File: src/rtl/mips_control.sv
// mips_control: multicycle control unit for the MIPS datapath.
//
// Sequences every instruction through FETCH/DECO/EXE/MEM/WB and drives all
// datapath enables, mux selects and memory strobes. Outputs are a
// combinational function of state, opcode, funct and zero. They are forced
// to 0 while reset is high.
//
// Ports:
//   clk, reset         clock; asynchronous active-high reset
//   opcode, funct      instruction register fields IR[31:26], IR[5:0]
//   zero               ALU zero flag, used only by beq/bne in EXE
//   pc_ld, ir_w        PC load, instruction register write
//   reg_rd, reg_wr     register bank read / write enables
//   mem_rd, mem_wd     memory read / write strobes
//   sel_dir            memory address source (0 PC, 1 RegALU)
//   sel_dest           write register (0 rt, 1 rd)
//   sel_dat            write data (0 RegALU, 1 RegMemoria)
//   sel_operB          ALU operand B (0 PC, 1 RegA)
//   sel_pc             next PC (0 ALU, 1 RegALU, 2 jump concat)
//   sel_operA          ALU operand A (0 RegB, 1 sext imm, 2 imm<<2, 3 const 4)
//   alu_fun            ALU op (0 ADD, 1 SUB, 2 AND, 3 OR, 4 SLT)
//   state              current state encoding
//   illegal            one-cycle pulse in DECO for unsupported instructions
//   retired            count of completed legal instructions (wraps)
//
// state | meaning
// ------+-----------------------------------------------------------
// FETCH | read instruction into IR, PC <= PC + 4
// DECO  | read register bank, RegALU <= branch target; j or illegal ends here
// EXE   | ALU operation; beq/bne resolve and end here
// MEM   | lw read / sw write at the address held in RegALU
// WB    | register bank write for R-type, addi and lw
module mips_control (
    input  logic        clk,
    input  logic        reset,
    input  logic [5:0]  opcode,
    input  logic [5:0]  funct,
    input  logic        zero,
    output logic        pc_ld,
    output logic        ir_w,
    output logic        reg_rd,
    output logic        reg_wr,
    output logic        mem_rd,
    output logic        mem_wd,
    output logic        sel_dir,
    output logic        sel_dest,
    output logic        sel_dat,
    output logic        sel_operB,
    output logic [1:0]  sel_pc,
    output logic [2:0]  sel_operA,
    output logic [2:0]  alu_fun,
    output logic [2:0]  state,
    output logic        illegal,
    output logic [31:0] retired
);

    typedef enum logic [2:0] {
        FETCH = 3'd0,
        DECO  = 3'd1,
        EXE   = 3'd2,
        MEM   = 3'd3,
        WB    = 3'd4
    } state_t;

    localparam logic [5:0] OP_R    = 6'h00;
    localparam logic [5:0] OP_LW   = 6'h23;
    localparam logic [5:0] OP_SW   = 6'h2B;
    localparam logic [5:0] OP_BEQ  = 6'h04;
    localparam logic [5:0] OP_BNE  = 6'h05;
    localparam logic [5:0] OP_ADDI = 6'h08;
    localparam logic [5:0] OP_J    = 6'h02;

    localparam logic [2:0] ALU_ADD = 3'd0;
    localparam logic [2:0] ALU_SUB = 3'd1;
    localparam logic [2:0] ALU_AND = 3'd2;
    localparam logic [2:0] ALU_OR  = 3'd3;
    localparam logic [2:0] ALU_SLT = 3'd4;

    state_t      state_q;
    state_t      state_d;
    logic        retire;

    logic        r_fun_ok;
    logic [2:0]  r_fun;
    logic        is_r, is_lw, is_sw, is_beq, is_bne, is_addi, is_j;
    logic        is_branch, is_mem, is_legal;
    logic [2:0]  exe_a;
    logic [2:0]  exe_f;

    always_comb begin
        r_fun_ok = 1'b1;
        r_fun    = ALU_ADD;
        case (funct)
            6'h20:   r_fun = ALU_ADD;
            6'h22:   r_fun = ALU_SUB;
            6'h24:   r_fun = ALU_AND;
            6'h25:   r_fun = ALU_OR;
            6'h2A:   r_fun = ALU_SLT;
            default: r_fun_ok = 1'b0;
        endcase
    end

    assign is_r      = (opcode == OP_R) && r_fun_ok;
    assign is_lw     = (opcode == OP_LW);
    assign is_sw     = (opcode == OP_SW);
    assign is_beq    = (opcode == OP_BEQ);
    assign is_bne    = (opcode == OP_BNE);
    assign is_addi   = (opcode == OP_ADDI);
    assign is_j      = (opcode == OP_J);
    assign is_branch = is_beq | is_bne;
    assign is_mem    = is_lw | is_sw;
    assign is_legal  = is_r | is_mem | is_branch | is_addi | is_j;

    // ALU selects chosen in EXE; MEM and WB repeat them so RegALU holds.
    always_comb begin
        exe_a = 3'd0;
        exe_f = ALU_ADD;
        if (is_r) begin
            exe_a = 3'd0;
            exe_f = r_fun;
        end else if (is_mem || is_addi) begin
            exe_a = 3'd1;
            exe_f = ALU_ADD;
        end else if (is_branch) begin
            exe_a = 3'd0;
            exe_f = ALU_SUB;
        end
    end

    always_comb begin
        pc_ld     = 1'b0;
        ir_w      = 1'b0;
        reg_rd    = 1'b0;
        reg_wr    = 1'b0;
        mem_rd    = 1'b0;
        mem_wd    = 1'b0;
        sel_dir   = 1'b0;
        sel_dest  = 1'b0;
        sel_dat   = 1'b0;
        sel_operB = 1'b0;
        sel_pc    = 2'd0;
        sel_operA = 3'd0;
        alu_fun   = ALU_ADD;
        illegal   = 1'b0;
        retire    = 1'b0;
        state_d   = FETCH;

        case (state_q)
            FETCH: begin
                mem_rd    = 1'b1;
                ir_w      = 1'b1;
                sel_operA = 3'd3;
                pc_ld     = 1'b1;
                state_d   = DECO;
            end
            DECO: begin
                reg_rd    = 1'b1;
                sel_operA = 3'd2;
                if (!is_legal) begin
                    illegal = 1'b1;
                end else if (is_j) begin
                    sel_pc = 2'd2;
                    pc_ld  = 1'b1;
                    retire = 1'b1;
                end else begin
                    state_d = EXE;
                end
            end
            EXE: begin
                if (is_legal && !is_j) begin
                    sel_operB = 1'b1;
                    sel_operA = exe_a;
                    alu_fun   = exe_f;
                end
                if (is_branch) begin
                    // RegALU still holds the target computed in DECO.
                    if ((is_beq && zero) || (is_bne && !zero)) begin
                        sel_pc = 2'd1;
                        pc_ld  = 1'b1;
                    end
                    retire = 1'b1;
                end else if (is_mem) begin
                    state_d = MEM;
                end else if (is_r || is_addi) begin
                    state_d = WB;
                end
            end
            MEM: begin
                if (is_mem) begin
                    sel_operB = 1'b1;
                    sel_operA = exe_a;
                    alu_fun   = exe_f;
                    sel_dir   = 1'b1;
                    if (is_lw) begin
                        mem_rd  = 1'b1;
                        state_d = WB;
                    end else begin
                        mem_wd = 1'b1;
                        retire = 1'b1;
                    end
                end
            end
            WB: begin
                if (is_r || is_addi || is_lw) begin
                    sel_operB = 1'b1;
                    sel_operA = exe_a;
                    alu_fun   = exe_f;
                    reg_wr    = 1'b1;
                    sel_dest  = is_r;
                    sel_dat   = is_lw;
                    retire    = 1'b1;
                end
            end
            default: state_d = FETCH;
        endcase

        if (reset) begin
            pc_ld     = 1'b0;
            ir_w      = 1'b0;
            reg_rd    = 1'b0;
            reg_wr    = 1'b0;
            mem_rd    = 1'b0;
            mem_wd    = 1'b0;
            sel_dir   = 1'b0;
            sel_dest  = 1'b0;
            sel_dat   = 1'b0;
            sel_operB = 1'b0;
            sel_pc    = 2'd0;
            sel_operA = 3'd0;
            alu_fun   = ALU_ADD;
            illegal   = 1'b0;
            retire    = 1'b0;
        end
    end

    always_ff @(posedge clk or posedge reset) begin
        if (reset) begin
            state_q <= FETCH;
            retired <= 32'd0;
        end else begin
            state_q <= state_d;
            if (retire) begin
                retired <= retired + 32'd1;
            end
        end
    end

    assign state = state_q;

endmodule

File: config.mk
export PLATFORM = sky130hd
export DESIGN_NAME = mips_control
export DESIGN_NICKNAME = d
export VERILOG_FILES = /design/src/rtl/mips_control.sv
export SDC_FILE = /design/constraint.sdc
export NUM_CORES = 1
export LEC_CHECK = 0
export CORE_MARGIN = 10
export CORE_UTILIZATION = 51
export CTS_BUF_LIST = sky130_fd_sc_hd__clkbuf_8
export CTS_CLUSTER_SIZE = 28
export DETAILED_ROUTE_END_ITERATION = 7
export HOLD_SLACK_MARGIN = 0.03
export PLACE_DENSITY = 0.88
export SYNTH_ARGS = -nofsm -noshare
export SYNTH_HDL_FRONTEND = slang
export SYNTH_SLANG_ARGS = --single-unit
export TNS_END_PERCENT = 1
File: constraint.sdc
create_clock -name clk -period 3.8 [get_ports clk]
set_input_delay 0.76 -clock clk [delete_from_list [all_inputs] [get_ports clk]]
set_output_delay 0.76 -clock clk [all_outputs]
set_load 0.01 [all_outputs]
Word level (Yosys, flattened, before mapping). Cells that the tools add are included.

Add/sub/neg operators: 1. Shift operators: 0. Divide/modulo/power cells: 0. Magnitude comparators: 0. Bitwise gates (word level): 6. Multiply operators: 0. Reductions and logical operators: 13. Mux-type cells: 70. Equal/unequal tests: 15.

Operators with widths (count): 6-bit == test (second input constant) (7); 1-bit two-way mux (42); 3-bit two-way mux (14); 32-bit by 1-bit adder with 32-bit output (second input constant) (1); 3-bit one-hot mux with 4 select lines (2); 3-bit one-hot mux with 5 select lines (1); 6-bit by 3-bit == test with 1-bit output (second input constant) (2); 2-bit two-way mux (5); 3-bit one-hot mux with 3 select lines (1); 3-bit by 2-bit == test with 1-bit output (second input constant) (2); 6-bit by 2-bit == test with 1-bit output (second input constant) (1); 6-bit by 4-bit == test with 1-bit output (second input constant) (1); 6-bit zero test (1); 1-bit bitwise OR (6); 1-bit one-hot mux with 3 select lines (2); 5-bit OR reduction (1); 1-bit logical AND (4); 1-bit logical OR (4); 1-bit one-hot mux with 4 select lines (1); 2-bit one-hot mux with 2 select lines (1); 3-bit by 1-bit == test with 1-bit output (second input constant) (1); 3-bit == test (second input constant) (1); 3-bit zero test (1); 1-bit zero test (2); 1-bit one-hot mux with 2 select lines (1).

Memory bits (writable): 0. Memories kept: 0. Bits in latches: 0. Input port bits: 15. Memory bits (read-only): 0. Register bits after elaboration: 35. Logic and storage cells: 107.

Longest topological paths before layout. Gate-level depths: netlist of the first run.

Depth in word-level cells: 12. Mapped depth: 9. Mapped depth without buffers: 8.

Worst setup path before layout of the first run. No wires, ideal clock.

Path kind: input-to-output. From: input port reset. To: output port pc_ld. Arrival time: 2454 ps. Data required time: 3040 ps. Path buffers: 0. Stages: 4. Slack: 586 ps. Cell sequence: inv_1 -> nand2_1 -> nor4_1 -> or3_1.

Longest elaborated chain between the ends: 1.

RTL lines: start, declared (RTL line 35) `input logic reset,`; 1-bit two-way mux (RTL line 217) `if (reset) begin`; end, declared (RTL line 39) `output logic pc_ld,`.

Every way passes these cells.

Worst setup path in the final report of the first run.
From: input port opcode[0]. To: output port alu_fun[0].

Longest elaborated chain between the ends: 10.

RTL lines: start, declared (RTL line 36) `input logic [5:0] opcode,`; 6-bit == test, or another cell as far along (RTL line 104) `assign is_lw = (opcode == OP_LW);`; 1-bit bitwise OR / 1-bit logical AND (equally long branches) (RTL line 111, 103); 1-bit bitwise OR (4 in a row) (RTL line 112) `assign is_legal = is_r | is_mem | is_branch | is_addi | is_j;`; 1-bit logical AND (RTL line 170) `if (is_legal && !is_j) begin`; 3-bit two-way mux (RTL line 170); 3-bit one-hot mux with 3 select lines (*) (RTL line 148) `case (state_q)`; 3-bit two-way mux (*) (RTL line 217); end, declared (RTL line 51) `output logic [2:0] alu_fun,`.

Mark *: on every way between the ends. The rest lies on a longest branch, timed or not.

==> results of run 1 <==
-- power groups by stage --
stage | sequential, mW | clock [mW] | combinational, mW
finish | 0.411 | 0.336 | 0.195
CTS | 0.411 | 0.340 | 0.195
floorplan | 0.406 | 0 | 0.102
detailed placement | 0.418 | 0 | 0.194
global route | 0.415 | 0.351 | 0.212
global placement | 0.418 | 0 | 0.191
-- flip-flops by register name, indices dropped and copies added, names as in the netlist --
signal and cells:
state 3, retired 32
-- routing by layer --
layer | up-vias | track usage | routed length (microns)
met2 | 65 | 0.281 | 2910
met5 | - | 0 | 0
met3 | 8 | 0.0508 | 409
met1 | 927 | 0.178 | 2290
met4 | 0 | 0.0533 | 109
li1 | 943 | - | -
-- layout make-up --
| type | count | area share |
|---|---|---|
| clock buffer | 5 | 0.0233 |
| clock inverter | 3 | 0.0149 |
| inverter | 6 | 0.00764 |
| multi-input combinational | 178 | 0.389 |
| sequential | 35 | 0.297 |
| tap | 50 | 0.0212 |
| timing repair buffer | 74 | 0.247 |
-- worst reg2reg max path, cell delays in order (launching register included) --
cell                       delay [ns]
sky130_fd_sc_hd__dfrtp_1         0.61
sky130_fd_sc_hd__inv_1           0.21
sky130_fd_sc_hd__nor2_1          0.19
sky130_fd_sc_hd__a22oi_1         0.13
sky130_fd_sc_hd__o22ai_1         0.21
sky130_fd_sc_hd__nand2b_1        0.52
sky130_fd_sc_hd__nand4_1         0.23
sky130_fd_sc_hd__xnor2_1         0.17
-- what timing repair did --
action,CTS,global route
hold buffers,0,0
endpoints found under the setup margin,0,6
gates resized for setup,0,8
hold endpoints to repair,0,0
-- cell usage after synthesis, drive strengths merged, types with 2 or more instances --
cell	n
dfrtp	35
and3	9
nor4b	4
and4	2
nor2b	2
nand3	16
nand4	10
clkbuf	5
o21ai	5
inv	6
nand2b	4
buf	3
xnor2	20
nor4	4
xor2	12
a22oi	2
nor3b	2
nor2	23
a211oi	3
and2	5
a21oi	8
nand2	21
nor3	12
o21a	3
-- cells by family after synthesis --
kind of cell               after synthesis  share of synthesized area
xor gates and xnor gates                32                      0.136
DFF                                     35                      0.424
AOI/OAI and AO/OA                       25                     0.0751
buffers and inverters                   14                     0.0315
and+or+nand+nor                        118                      0.321
muxes                                    1                    0.00484
adders and majority gates                1                    0.00605
other                                    1                    0.00181
-- cell usage in the layout, fill, tap and decap left out, types with 3 or more instances in the layout --
| cell type | netlist | final |
|---|---|---|
| sky130_fd_sc_hd__a21oi_1 | 8 | 8 |
| sky130_fd_sc_hd__nor2_1 | 23 | 21 |
| sky130_fd_sc_hd__o21ai_0 | 5 | 4 |
| sky130_fd_sc_hd__nand2b_1 | 4 | 4 |
| sky130_fd_sc_hd__nand4_1 | 10 | 10 |
| sky130_fd_sc_hd__inv_1 | 5 | 5 |
| sky130_fd_sc_hd__xnor2_1 | 20 | 20 |
| sky130_fd_sc_hd__xor2_1 | 12 | 12 |
| sky130_fd_sc_hd__clkbuf_8 | 0 | 5 |
| sky130_fd_sc_hd__nor3_1 | 12 | 11 |
| sky130_fd_sc_hd__nand3_1 | 15 | 15 |
| sky130_fd_sc_hd__clkdlybuf4s50_1 | 0 | 65 |
| sky130_fd_sc_hd__buf_4 | 1 | 7 |
| sky130_fd_sc_hd__o21a_1 | 3 | 3 |
| sky130_fd_sc_hd__and2_1 | 4 | 4 |
| sky130_fd_sc_hd__nor4b_2 | 3 | 3 |
| sky130_fd_sc_hd__dfrtp_1 | 35 | 35 |
| sky130_fd_sc_hd__nand2_1 | 21 | 21 |
| sky130_fd_sc_hd__and3_1 | 9 | 9 |
-- worst paths after layout --
| check | start | to | cells past startpoint |
|---|---|---|---|
| setup / recovery | opcode[0] | alu_fun[0] | 9 |
| hold / removal | retired[31]$_DFFE_PP0P_ | retired[31]$_DFFE_PP0P_ | 1 |
| setup reg to reg | state[0]$_DFF_PP0_ | retired[11]$_DFFE_PP0P_ | 7 |
| hold reg to reg | retired[31]$_DFFE_PP0P_ | retired[31]$_DFFE_PP0P_ | 1 |
| max in group asynchronous | reset | retired[12]$_DFFE_PP0P_ | 3 |
| min in group asynchronous | reset | retired[20]$_DFFE_PP0P_ | 3 |
==> parameters.txt, run 1 <==
Parameter                              Value

Timing
  Post-route setup TNS    0 ns
  Headroom to the max-slew limit    0.508
  Shortest clock period the worst path allows after layout    3.66 ns
  Transition time at the pin with the least slew margin    0.726 ns
  Part of the cycle the worst path needs    0.962
  Slew Viols, Final    0
  Number of endpoints failing setup at the final stage    0
  Final critical-path setup slack    ~0.14 ns
  Hold Slack    around 0.47 ns
  Hold Fails Final Rpt    0
  Post-route clock skew    approximately 0.0070 ns
  Setup repair after global routing missed its margin    no
  Maximum operating frequency    274 MHz

Detailed routing
  Via-per-instance ratio    5.54
  Post-detailed-route wirelength per cell    between 15 and 20 microns
  Number of search-and-repair iterations in the first detailed-routing pass    4
  Post-detailed-route count of antenna-violating nets    0
  Total wire length after detailed routing    5720 microns
  Count of vias placed by the detailed router    1943
  DRC errors left    0
  DRC marker count from the first detailed-route iteration    between 100 and 150

Synthesis
  Cell type with the largest total area after synthesis    sky130_fd_sc_hd__dfrtp_1
  Syn Nets    243
  Biggest area contributors in the synthesized netlist    sky130_fd_sc_hd__dfrtp_1 (42%), sky130_fd_sc_hd__xnor2_1 (8.5%), sky130_fd_sc_hd__xor2_1 (5.1%), sky130_fd_sc_hd__nor2_1 (4.2%), sky130_fd_sc_hd__nand2_1 (3.8%)
  Flops & latches, synth    35
  Number of instances in the synthesized netlist    227
  Sequential-to-total area share from yosys stat    0.424
  Syn_area_per_cell    9.11 sq um
  Number of synthesized flops with an enable pin    0
  Proportion of register bits with asynchronous set or reset after synthesis    1.00
  Warnings, synthesis    0
  Count of unique library cells instantiated by Yosys    42
  Area of the mapped netlist    0.00207 sq mm
  Share of Yosys cell area claimed by the top area cell type    0.424
  Prevailing post-synth register cell    sky130_fd_sc_hd__dfrtp_1

Cells and area
  Area Overhead vs Synth    42.6%
  Area of the multi-input gates    roughly 0.0011 sq mm
  Fillers    ~300
  Register Area    876 sq um
  Count of nets after finishing    316
  Final core area utilization    0.742
  Layout cell share with drive strength beyond 1    0.0997
  Final design instance area without fill    a little under 0.003 sq mm
  Antenna diode instance count    0
  Count of non-filler cells in the finished layout    between 300 and 400

Clock tree
  Clock H-tree levels    2
  Source-to-sink clock delay at the later pin of the worst-skew pair    0.29 ns
  Number of clock sinks    35
  Clock slew at reported path FFs    0.07 ns
  CTS tree    done
  Buffers from clock root to sink, at most    2
  Clock root buffer    sky130_fd_sc_hd__clkbuf_8
  Number of clock buffers inserted by TritonCTS    5
  Count of buffers added by post-CTS timing repair for setup    0

Power
  Proportion of power drawn by flip-flops and latches    0.436
  Highest ir drop seen on vdd    0.271 mV
  Internal power of the cells    between 0.6 and 0.7 mW
  Post-route total power    0.941 mW
  Lkg Pwr    between 1 and 1.5 nW
  Net Switching    0.268 mW
  Clock network power share    0.357
  Switching fraction of total power    0.284
  Ratio of total power to cell area    between 300 and 400 mW/mm^2
  Combinational group share of total power    0.207

Global routing
  Wire length of the first global-routing pass    ~9500 microns
  Largest net degree at the start of global routing    37
  Overall overflow remaining after global route    0
  Via count of the first global-routing pass    1944
  Global router's overall resource usage    0.160
  Number of antenna violations at the first check in global routing    0

Critical path
  Slowest stage delay, CP    0.53 ns
  Critical Setup Path Class    primary input to output port
  Worst reg2reg setup slack    1.40 ns
  WP data required    3.04 ns
  Arrival time worst endpoint    2.90 ns
  Nature of the critical path endpoint    output port
  Max stage delay cell, worst path    sky130_fd_sc_hd__clkdlybuf4s50_1
  Buffers plus inverters on the worst setup path    2
  Crit start category    primary input
  Top cell family by delay on the critical path    buffers and inverters
  Peak fanout along the critical path    3
  Cell-by-cell trace of the critical path    clkdlybuf4s50_1 > nor3_2 > nand3_1 > o21a_1 > nand3_1 > o21ai_0 > o21ai_1 > o21a_1 > clkdlybuf4s50_1

Die
  Die extent in x    ~84 microns
  Number of cell rows    23
  Die ar.    0.00700 sq mm
  Count of pins on the block boundary    69
  Core footprint    between 0.003 and 0.004 sq mm
  Vertical die dimension    83.7 microns
  Initial core utilization    0.520

Job
  Max-capacitance violation count    0

Outcome
  Outcome    completed

Placement
  GP Congestion    0.867
  Buffers added on ports    67
  Number of placed instances with taps included    between 300 and 400
  Placement Cell Area    0.00281 sq mm
  Detailed Place HPWL    ~4400 microns
  Worst setup timing slack at the placement stage    0.0224 ns

Hold path
  Hold crit path type    flop to flop
No activity file was read; power rests on OpenSTA's default activity.
==> run 2, diff against run 1 <==
CELL_PAD_IN_SITES_DETAIL_PLACEMENT = 1   (was unset)
CELL_PAD_IN_SITES_GLOBAL_PLACEMENT = 1   (was unset)
CORE_UTILIZATION = 37   (was 51)
PLACE_DENSITY = unset   (was 0.88)
PLACE_DENSITY_LB_ADDON = 0.1   (was unset)
==> run 2 against run 1 <==
Compared with the run above: critical path type unchanged; critical path depth did not move; flip-flop and latch count did not move; global-route usage fell by 2.4 points; sequential power barely moved; sequential share of layout area fell by 0.23 points.
==> parameters.txt, run 2 (synthesis results as in run 1) <==
Parameter                              Value

Die
  Count of pins on the block boundary    69 (unchanged)
  Initial core utilization    0.378 (-0.143)
  Vertical die dimension    94.7 microns (+13%)
  Core footprint    0.00547 sq mm (+38%)
  Die ar.    0.00898 sq mm (+28%)
  Number of cell rows    27 (+17%)
  Die extent in x    94.7 microns (+13%)

Clock tree
  Source-to-sink clock delay at the later pin of the worst-skew pair    0.29 ns (about the same)
  Number of clock sinks    35 (unchanged)
  Clock root buffer    sky130_fd_sc_hd__clkbuf_8
  CTS tree    done
  Number of clock buffers inserted by TritonCTS    5 (unchanged)
  Clock H-tree levels    2 (unchanged)
  Buffers from clock root to sink, at most    2 (unchanged)
  Clock slew at reported path FFs    0.07 ns (about the same)

Critical path
  Crit start category    primary input
  Peak fanout along the critical path    5 (+2)
  Slowest stage delay, CP    0.53 ns (about the same)
  Cell-by-cell trace of the critical path    clkdlybuf4s50_1 > nor3b_1 > nand3_1 > o21a_1 > nand3_1 > o21ai_0 > o21ai_1 > o21a_1 > clkdlybuf4s50_1
  Max stage delay cell, worst path    sky130_fd_sc_hd__clkdlybuf4s50_1
  Nature of the critical path endpoint    output port
  Arrival time worst endpoint    2.89 ns (about the same)
  Critical Setup Path Class    primary input to output port
  WP data required    3.04 ns (about the same)

Cells and area
  Count of non-filler cells in the finished layout    378 (+7.7%)
  Count of nets after finishing    321 (+1.6%)
  Most frequent cells in the layout    sky130_fd_sc_hd__clkdlybuf4s50_1 (66), sky130_fd_sc_hd__dfrtp_1 (35), sky130_fd_sc_hd__nor2_1 (22)
  Final core area utilization    0.543 (-0.200)
  Fillers    647 (+120%)
  Flip-flop count of the largest register after layout    32 (unchanged)
  Layout cell share with drive strength beyond 1    0.101 (+0.00164)
  Antenna diode instance count    0 (unchanged)
  Most frequent standard cell in the layout excluding fill and tap cells    sky130_fd_sc_hd__clkdlybuf4s50_1
  Area Overhead vs Synth    43.7%
  Largest Register    retired

Timing
  Transition time at the pin with the least slew margin    0.723 ns (-0.00264 ns)
  Slew Viols, Final    0 (unchanged)
  Number of endpoints failing setup at the final stage    0 (unchanged)
  Hold Fails Final Rpt    0 (unchanged)
  Part of the cycle the worst path needs    0.961 (-0.000966)
  Post-route clock skew    0.00938 ns (+0.00241 ns)
  Shortest clock period the worst path allows after layout    3.65 ns (-0.00367 ns)
  Setup repair after global routing missed its margin    yes
  Maximum operating frequency    274 MHz (+0.10%)
  Headroom to the max-slew limit    0.514 (+0.00570)

Global routing
  Largest net degree at the start of global routing    31 (-16%)
  Global router's overall resource usage    0.136 (-0.0240)
  Via count of the first global-routing pass    2030 (+4.4%)
  Number of antenna violations at the first check in global routing    0 (unchanged)
  Overall overflow remaining after global route    0 (unchanged)
  Wire length of the first global-routing pass    9870 microns (+3.6%)

Detailed routing
  Met2 WL    2890 microns (-0.89%)
  Uppermost metal layer occupied by signal nets    met4
  Post-detailed-route wirelength per cell    15.8 microns (-3.3%)
  Total wire length after detailed routing    5960 microns (+4.1%)
  Total routed wire length on the met1 layer    2580 microns (+13%)
  Number of search-and-repair iterations in the first detailed-routing pass    4 (unchanged)
  DRC marker count from the first detailed-route iteration    38 (-65%)
  Count of vias placed by the detailed router    1927 (-0.82%)
  Met3 wirelength from detailed routing    429 microns (+4.9%)
  Via-per-instance ratio    5.10 (-7.9%)
  Post-detailed-route count of antenna-violating nets    0 (unchanged)
  DRC errors left    0 (unchanged)

Placement
  Number of placed instances with taps included    370 (+7.9%)
  Detailed Place HPWL    4810 microns (+8.7%)
  GP Congestion    0.757 (-13%)
  Buffers added on ports    67 (unchanged)

Hold path
  Hold crit path type    flop to flop

Power
  Lkg Pwr    1.27 nW (about the same)
  Ratio of total power to cell area    293 mW/mm^2 (-8.1%)
  Highest ir drop seen on vdd    0.151 mV (-44%)

Job
  Max-capacitance violation count    0 (unchanged)

Outcome
  Outcome    completed
-- run 2: cell types whose count changed in the layout (fill, tap and decap cells not counted), sizes merged --
| cell | delta |
|---|---|
| clkinv | -1 |
| clkdlybuf4s50 | +1 |
| buf | +5 |
| clkinvlp | +1 |
| inv | +1 |
| bufinv | -1 |
| dlymetal6s2s | -1 |
-- run 2: area by class of cell --
type | instances | area, sq um | share of cell area
multi-input combinational | 178 | 1130 | 0.382
sequential | 35 | 876 | 0.295
timing repair buffer | 79 | 763 | 0.257
tap | 72 | 90.1 | 0.0303
clock buffer | 5 | 68.8 | 0.0232
inverter | 6 | 22.5 | 0.00758
clock inverter | 3 | 16.3 | 0.00548
-- run 2: through the flow --
step	worst slack, ns	power [mW]	hold slack (ns)	TNS (ns)	area (sq um)
2_1_floorplan	0.586	0.508	0.504	0	2070
3_3_place_gp	0.122	0.616	0.456	0	2880
3_5_place_dp	0.0601	0.618	0.459	0	2880
4_1_cts	0.0515	0.886	0.473	0	2960
5_1_grt	-0.0544	0.921	0.492	-0.0610	2970
6_report	0.148	0.872	0.466	0	2970
-- run 2: timing repair --
item | in CTS | in global routing
resized for setup | 0 | 4
endpoints found under the hold margin | 0 | 0
hold buffers | 0 | 0
setup buffers | 0 | 0
endpoints found under the setup margin | 0 | 4
-- run 2: path summary, 6_finish.rpt --
| kind | startpoint | endpoint | slack [ns] | cells after the start |
|---|---|---|---|---|
| max in group asynchronous | reset | retired[18]$_DFFE_PP0P_ | 2.40 | 3 |
| min in group asynchronous | reset | retired[23]$_DFFE_PP0P_ | 0.97 | 3 |
| min | retired[31]$_DFFE_PP0P_ | retired[31]$_DFFE_PP0P_ | 0.47 | 1 |
| min reg2reg | retired[31]$_DFFE_PP0P_ | retired[31]$_DFFE_PP0P_ | 0.47 | 1 |
| max | opcode[1] | alu_fun[0] | 0.15 | 9 |
| max reg2reg | state[0]$_DFF_PP0_ | retired[19]$_DFFE_PP0P_ | 1.35 | 7 |
-- run 2: power by group --
group	leakage, nW	total [mW]	internal, mW	switching, mW
combinational	0.748	0.196	0.0980	0.0978
sequential	0.481	0.414	0.381	0.0323
clock	0.0453	0.262	0.125	0.137
total	1.27	0.872	0.605	0.267
-- run 2: critical path: cells and delay by family --
kind | cells | cell delay [ns]
buffers and inverters | 2 | 1.00
AOI/OAI and AO/OA | 4 | 0.65
and+or+nand+nor | 3 | 0.48
-- run 2: layer usage --
layer,global-route usage,vias up
li1,-,957
met1,0.160,918
met2,0.233,46
met3,0.0452,6
met4,0.0374,0
met5,0,-
